===== src/rtl/clk_div_ctrl.sv =====
// Programmable CPU clock divider: clk_out with equal high/low phases of `half` clk cycles,
// a one-cycle clk_en at each rising toggle, run/halt/single-step control and a period counter.
module clk_div_ctrl #(
    parameter int CNT_W        = 16,
    parameter int DEFAULT_HALF = 1,
    parameter int PCNT_W       = 32
) (
    input  logic              clk,
    input  logic              reset,
    input  logic [CNT_W-1:0]  half_in,
    input  logic              half_load,
    input  logic              run,
    input  logic              step,
    output logic              clk_out,
    output logic              clk_en,
    output logic              halted,
    output logic              load_pend,
    output logic [PCNT_W-1:0] periods
);

    typedef enum logic [1:0] {
        S_HALT  = 2'd0,
        S_RUN   = 2'd1,
        S_STEP  = 2'd2,
        S_DRAIN = 2'd3
    } state_t;

    state_t              state_reg;
    state_t              state_next;
    logic [CNT_W-1:0]    cnt_reg;
    logic [CNT_W-1:0]    half_reg;
    logic [CNT_W-1:0]    pend_half_reg;
    logic                load_pend_reg;
    logic                clk_out_reg;
    logic                clk_en_reg;
    logic                halted_reg;
    logic [PCNT_W-1:0]   periods_reg;

    logic [CNT_W-1:0]    load_val;
    logic                at_end;
    logic                counting;
    logic                rise;
    logic                fall;

    always_comb begin
        load_val = (half_in == '0) ? CNT_W'(1) : half_in;
        at_end   = (cnt_reg == half_reg - CNT_W'(1));

        // A RUN state asked to stop while low halts immediately, so it must not count.
        counting = 1'b0;
        case (state_reg)
            S_RUN:           counting = run || clk_out_reg;
            S_STEP, S_DRAIN: counting = 1'b1;
            default:         counting = 1'b0;
        endcase

        rise = counting && at_end && !clk_out_reg;
        fall = counting && at_end && clk_out_reg;

        state_next = state_reg;
        case (state_reg)
            S_HALT: begin
                if (run)
                    state_next = S_RUN;
                else if (step)
                    state_next = S_STEP;
            end
            S_RUN: begin
                if (!run)
                    state_next = (!clk_out_reg || fall) ? S_HALT : S_DRAIN;
            end
            default: begin
                if (run)
                    state_next = S_RUN;
                else if (fall)
                    state_next = S_HALT;
            end
        endcase
    end

    always_ff @(posedge clk or posedge reset) begin
        if (reset) begin
            state_reg     <= S_HALT;
            cnt_reg       <= '0;
            half_reg      <= CNT_W'(DEFAULT_HALF);
            pend_half_reg <= '0;
            load_pend_reg <= 1'b0;
            clk_out_reg   <= 1'b0;
            clk_en_reg    <= 1'b0;
            halted_reg    <= 1'b1;
            periods_reg   <= '0;
        end else begin
            state_reg  <= state_next;
            halted_reg <= (state_next == S_HALT);
            clk_en_reg <= 1'b0;

            if (counting) begin
                if (at_end) begin
                    cnt_reg     <= '0;
                    clk_out_reg <= ~clk_out_reg;
                end else begin
                    cnt_reg <= cnt_reg + CNT_W'(1);
                end
                if (rise) begin
                    clk_en_reg  <= 1'b1;
                    periods_reg <= periods_reg + PCNT_W'(1);
                end
            end else begin
                cnt_reg     <= '0;
                clk_out_reg <= 1'b0;
            end

            // New half-periods only take effect at a falling toggle or while halted,
            // so a phase always runs for the half value it started with.
            if (state_reg == S_HALT) begin
                if (half_load) begin
                    pend_half_reg <= load_val;
                    load_pend_reg <= 1'b1;
                end else if (load_pend_reg) begin
                    half_reg      <= pend_half_reg;
                    load_pend_reg <= 1'b0;
                end
            end else if (fall) begin
                if (half_load)
                    half_reg <= load_val;
                else if (load_pend_reg)
                    half_reg <= pend_half_reg;
                load_pend_reg <= 1'b0;
            end else if (half_load) begin
                pend_half_reg <= load_val;
                load_pend_reg <= 1'b1;
            end
        end
    end

    assign clk_out   = clk_out_reg;
    assign clk_en    = clk_en_reg;
    assign halted    = halted_reg;
    assign load_pend = load_pend_reg;
    assign periods   = periods_reg;

endmodule


===== config.mk =====
export PLATFORM = sky130hd
export DESIGN_NAME = clk_div_ctrl
export DESIGN_NICKNAME = d
export VERILOG_FILES = /design/src/rtl/clk_div_ctrl.sv
export SDC_FILE = /design/constraint.sdc
export NUM_CORES = 1
export LEC_CHECK = 0
export CAP_MARGIN = 20
export CORE_MARGIN = 2
export CORE_UTILIZATION = 60
export DETAILED_ROUTE_END_ITERATION = 7
export GPL_TIMING_DRIVEN = 0
export MAX_ROUTING_LAYER = met4
export PLACE_DENSITY = 0.89
export SETUP_SLACK_MARGIN = 0.2
export SYNTH_ARGS = -nofsm -noshare
export SYNTH_HDL_FRONTEND = slang
export SYNTH_SLANG_ARGS = --single-unit

===== constraint.sdc =====
create_clock -name clk -period 5.14 [get_ports clk]
set_input_delay 1.028 -clock clk [delete_from_list [all_inputs] [get_ports clk]]
set_output_delay 1.028 -clock clk [all_outputs]
set_load 0.01 [all_outputs]

==> qor.yml, run 1 <==
grt.overflow.total: 0
cts_htree_levels: 3
grt_use_total_pct: 30.1
async_flop_share_pct: 100
chipWidth_um: 92.6
max_freq_mhz: 286
syn-cell-area_mm2: 0.00471
cts_hold_buffers: 0
post-cts-setup-buffer-count: 0
clock_path_buffers: 2
die_y_um: 92.6
via_per_inst: 6.32
clock_skew_ns: 0.00883
largest_reg_flops: 32
num-nets-final: 541
drc: 0
critPathMaxFanout: 10
tightest_slew_ns: 0.840
ys_top_cells_by_count: "84 x dfrtp_1, 50 x xnor2_1, 37 x nor2_1"
multiInputGateArea_mm2: 0.00243
cts_sinks: 86
status: "finished clean"
path_common_cell: "buf_2"
swShare_pct: 31.7
n_fill_cell: 512
yosysWarnings: 0
place_ws_ns: 1.31
p_int_w: 0.00124
min_path_type: "register to register"
dp_cells: 608
cpPeakStageDelay_ns: 0.77
dr.first_iter.drc_count: 400
cts_root_buf: "clkbuf_8"
yosysTopAreaCell: "dfrtp_1"
wl_met2_um: 5980
cp_num_buf_inv: 3
clkSlewWorstSetupHoldPaths_ns: 0.09
routed-wl-met3_um: 861
hp-start: "periods[31]"
final-hold-violation-count: 0
crit_chain: "inv_1, ha_1, xor2_1, nand2_1, nor4_1, nand4bb_1, nor4b_1, buf_2, buf_2, nand3_1, xnor2_1"
power_density_mw_per_mm2: 321
diodes: 0
cts_made_buffers: 9
combinationalPowerShare_pct: 23.5
cts_resized: 0
ant_nets: 0
initial_core_util_pct: 61.6
finalCriticalPeriod_ns: 3.49
drv_cap: 0
instances_no_fill: 624
synth_top_area_share_pct: 44.6
wl_um: 11900
max-slew-margin-rel_pct: 43.2
rsz0062_at_grt: "no"
worstSkewPairLatency_ns: 0.36
power_switching_w: 0.000576
seq_area_frac_synth_pct: 45.8
timing.critical_path.depth: 11
worst_ep_required_time_ns: 5.38
drive_gt1_share_pct: 10.7
grt_pass1_vias: 3964
path_delay_family: "simple AND/OR/NAND/NOR gates"
critPathKind: "register to register"
start_kind: "register"
syn-num-nets: 472
p_seq_share_pct: 46.3
critPathArrivalTime_ns: 3.74
routedWlPerCell_um: 19.1
gp_congestion: 0.899
drt-pass1-iter-count: 5
yosysMostFrequentCell: "dfrtp_1"
area_growth_pct: 20.4
timing.final.crit_share_pct: 67.9
reg2reg_depth: 11
cp-startpoint: "half_reg[0]"
drt-met1-wl_um: 4890
end_kind: "register"
power_w: 0.00182
synth_edf_count: 0
ys.flop_type: "dfrtp_1"
p_leak_nw: 2.35
dieArea_mm2: 0.00857
antenna_found_initial: 0
synth_cells: 448
vias: 3944
hold_depth: 1
yosys-top-cells-area: "dfrtp_1 45%, xnor2_1 9.3%, mux2i_1 6.6%"
cts_tree: "done"
r2r-start: "half_reg[0]"
seqCellArea_mm2: 0.00215
tns_ns: 0
portBuffers: 56
setup_viol: 0
drv_slew: 0
ios: 57
highest_layer: "met4"
grt_pass1_wl_um: 19600
crit_slowest_cell: "nor4b_1"
row_count: 32
avgSynthCellArea_um2: 10.5
core_mm2: 0.00765
hpwl_um: 8480
setup_ws_ns: 1.65
fin_util_pct: 74.1
ys_types: 50
pwr-share-clk_pct: 30.1
grt_max_degree: 60
peakVddDrop_mv: 0.169
ys_ff_latch: 86
==> kinds of logic after synthesis <==
group,Yosys count,synth area share (%)
XOR/XNOR,65,12.3
AND/OR/NAND/NOR,156,18.6
flip-flops,86,45.8
buffers and inverters,29,2.79
AO/OA/AOI/OAI,62,9.35
multiplexers,47,10.4
adder cells (fa/ha/maj),3,0.797
==> worst register-to-register path: stages, from the launching register on <==
cell       delay (ns)
dfstp_2          0.62
inv_1            0.06
ha_1             0.30
xor2_1           0.15
nand2_1          0.06
nor4_1           0.43
nand4bb_1        0.15
nor4b_1          0.77
buf_2            0.30
buf_2            0.25
nand3_1          0.12
xnor2_1          0.17
==> cell type report <==
| class | instances | share of cell area (%) |
|---|---|---|
| well taps | 102 | 2.25 |
| multi-input cells | 333 | 42.8 |
| repair buffers | 58 | 10.5 |
| clock buffers | 12 | 2.74 |
| inverters | 7 | 0.508 |
| clock inverters | 4 | 1.37 |
| flip-flops and latches | 86 | 38.0 |
| plain buffers | 22 | 1.85 |
==> power groups by stage <==
stage          clock [W]  sequential [W]  combinational (W)
2_1_floorplan          0        0.000825           0.000319
3_3_place_gp           0        0.000847           0.000386
3_5_place_dp           0        0.000852           0.000419
4_1_cts         0.000552        0.000840           0.000423
5_1_grt         0.000579        0.000852           0.000468
6_report        0.000549        0.000843           0.000428
==> cell usage in the layout (no fill, tap or decap), drive strengths merged, types with 3 or more instances in the layout <==
cell,instances
and2,11
dfrtp,84
buf,10
o32a,15
o21ai,22
xnor2,51
nor4,9
nand4,20
a31oi,4
ha,3
and3,11
and4,3
inv,8
nor2,37
a211oi,3
mux2i,31
a21oi,8
nand2b,6
mux2,16
nor3,4
clkbuf,26
clkdlybuf4s50,56
xor2,14
nand3,22
nand2,22
==> metrics by stage <==
stage	hold WS, ns	cell area, um^2
after global routing	0.501	5670
after floorplan	0.482	4710
after CTS	0.494	5660
final	0.488	5670
after global placement	0.461	5400
after detailed placement	0.480	5430
==> path summary, 6_finish.rpt <==
path	slack, ns	to
max in group asynchronous	3.49	halted
worst max register to register	1.65	periods[23]
min in group asynchronous	1.00	half_reg[14]
worst min register to register	0.49	periods[31]
worst min-delay path	0.49	periods[31]
worst max-delay path	1.65	periods[23]
==> per-layer routing <==
metal	up-vias	track usage, %
li1	1750	-
met1	1975	38.8
met2	191	49.0
met3	28	6.10
met4	0	7.96
met5	-	-
No activity file was read; power rests on OpenSTA's default activity.
==> run 2: changes to the inputs <==
--- a/config.mk
+++ b/config.mk
@@ -7,11 +7,11 @@
 export LEC_CHECK = 0
 export CAP_MARGIN = 20
 export CORE_MARGIN = 2
-export CORE_UTILIZATION = 60
+export CORE_UTILIZATION = 51
 export DETAILED_ROUTE_END_ITERATION = 7
 export GPL_TIMING_DRIVEN = 0
 export MAX_ROUTING_LAYER = met4
-export PLACE_DENSITY = 0.89
+export PLACE_DENSITY = 0.81
 export SETUP_SLACK_MARGIN = 0.2
 export SYNTH_ARGS = -nofsm -noshare
 export SYNTH_HDL_FRONTEND = slang
==> constraint.sdc (replaced) <==
create_clock -name clk -period 3 [get_ports clk]
set_input_delay 0.6 -clock clk [delete_from_list [all_inputs] [get_ports clk]]
set_output_delay 0.6 -clock clk [all_outputs]
set_load 0.01 [all_outputs]
==> qor.yml, run 2 (synthesis results as in run 1) <==
peakVddDrop_mv: 0.243  # +43%
area_growth_pct: 29.8
cts_htree_levels: 3  # unchanged
multiInputGateArea_mm2: 0.00258  # +6.4%
grt_use_total_pct: 26.0  # -4.0 points
setup_ws_ns: -0.0428  # -1.69 ns
vias: 4025  # +2.1%
end_kind: "register"
drv_cap: 0  # unchanged
routedWlPerCell_um: 19.6  # +2.2%
n_fill_cell: 634  # +24%
critPathMaxFanout: 7  # -3
core_mm2: 0.00911  # +19%
chipWidth_um: 100  # +8.1%
gp_congestion: 0.926  # +3.0%
worst_ep_required_time_ns: 3.24  # -2.14 ns
critPathKind: "register to register"
dr.first_iter.drc_count: 228  # -43%
p_leak_nw: 2.60  # +11%
die_y_um: 100  # +8.1%
ios: 57  # unchanged
cts_hold_buffers: 0  # unchanged
hpwl_um: 8400  # -0.89%
wl_um: 12900  # +7.8%
drc: 0  # unchanged
worstSkewPairLatency_ns: 0.37  # about the same
clkSlewWorstSetupHoldPaths_ns: 0.10  # about the same
tns_ns: -0.255  # -0.255 ns
grt_pass1_wl_um: 19900  # +1.3%
row_count: 35  # +9.4%
portBuffers: 56  # unchanged
start_kind: "register"
drv_slew: 0  # unchanged
critPathArrivalTime_ns: 3.29  # -0.45 ns
place_ws_ns: -0.362  # -1.67 ns
initial_core_util_pct: 51.7  # -9.9 points
finalCriticalPeriod_ns: 3.04  # -0.449 ns
clock_skew_ns: 0.0197  # +0.0108 ns
ant_nets: 0  # unchanged
cts_tree: "done"
final_cell_mix: "83 x dfrtp_1, 56 x clkdlybuf4s50_1, 50 x xnor2_1, 37 x nor2_1, 31 x mux2i_1"
cts_root_buf: "clkbuf_8"
status: "complete, but fails checks"
dieArea_mm2: 0.0100  # +17%
rsz0062_at_grt: "yes"
num-nets-final: 566  # +4.6%
largest_reg_flops: 32  # unchanged
grt_max_degree: 44  # -27%
grt_pass1_vias: 3965  # +0.025%
max_freq_mhz: 329  # +15%
final-hold-violation-count: 0  # unchanged
power_density_mw_per_mm2: 532  # +66%
grt.overflow.total: 0  # unchanged
antenna_found_initial: 0  # unchanged
clock_path_buffers: 2  # unchanged
layout_commonest_cell: "dfrtp_1"
seqCellArea_mm2: 0.00216  # about the same
via_per_inst: 6.12  # -3.2%
cts_sinks: 86  # unchanged
violations: "negative setup slack"
min_path_type: "register to register"
max-slew-margin-rel_pct: 50.2  # +7.1 points
tightest_slew_ns: 0.740  # -0.100 ns
diodes: 0  # unchanged
timing.final.crit_share_pct: 101  # +33 points
setup_viol: 9  # +9
cts_made_buffers: 9  # unchanged
drive_gt1_share_pct: 17.4  # +6.6 points
drt-pass1-iter-count: 5  # unchanged
-- run 2: area by class of cell --
| class | count | share of cell area [%] |
|---|---|---|
| buffer | 22 | 2.40 |
| sequential | 86 | 35.3 |
| tap | 111 | 2.27 |
| multi-input combinational | 333 | 42.3 |
| clock buffer | 10 | 2.25 |
| clock inverter | 6 | 1.23 |
| inverter | 7 | 0.491 |
| timing repair buffer | 83 | 13.8 |
-- run 2: critical path, stage by stage (launching register included) --
cell     delay [ns]
dfrtp_1        0.39
buf_6          0.13
nor4_4         0.38
buf_4          0.19
nand3_1        0.10
xnor2_1        0.26
nand2_2        0.17
or4_4          0.54
o21ai_4        0.20
buf_8          0.14
buf_12         0.12
mux2_4         0.30
-- run 2: what timing repair did --
item | 4_1_cts | 5_1_grt
cloned | 1 | 0
pin swaps | 9 | 3
buffers inserted | 16 | 7
setup endpoints to repair | 86 | 78
resized for setup | 39 | 22
-- run 2: stage by stage --
step | util, % | total power [W] | hold slack [ns] | std cells | area [um^2]
finish | 67.1 | 0.00325 | 0.498 | 658 | 6110
detailed placement | 60.1 | 0.00218 | 0.479 | 618 | 5480
CTS | 65.7 | 0.00319 | 0.498 | 651 | 5980
global route | 67.1 | 0.00339 | 0.516 | 658 | 6110
floorplan | - | 0.00197 | 0.482 | 448 | 4720
global placement | 59.5 | 0.00213 | 0.461 | 615 | 5420
-- run 2: report_power, final --
part	switching, W	internal, W
clock network	0.000477	0.000421
logic	0.000480	0.000436
registers	0.000162	0.00128
-- run 2: worst paths after layout --
| kind | depth (start not counted) | startpoint | slack [ns] | end |
|---|---|---|---|---|
| min in group asynchronous | 2 | reset | 0.65 | halted |
| setup / recovery | 11 | half_reg[4] | -0.04 | pend_half_reg[9] |
| setup reg to reg | 11 | half_reg[4] | -0.04 | pend_half_reg[9] |
| max in group asynchronous | 3 | reset | 2.06 | half_reg[0] |
| hold / removal | 1 | periods[17] | 0.50 | periods[17] |
| hold reg to reg | 1 | periods[17] | 0.50 | periods[17] |
-- run 2: per-layer routing --
metal | vias to the layer above | global-route usage [%] | share of wire, %
met5 | - | - | 0
met3 | 43 | 4.81 | 6.8
met2 | 167 | 39.3 | 47
met4 | 0 | 9.59 | 3.1
met1 | 2009 | 35.2 | 43
li1 | 1806 | - | -
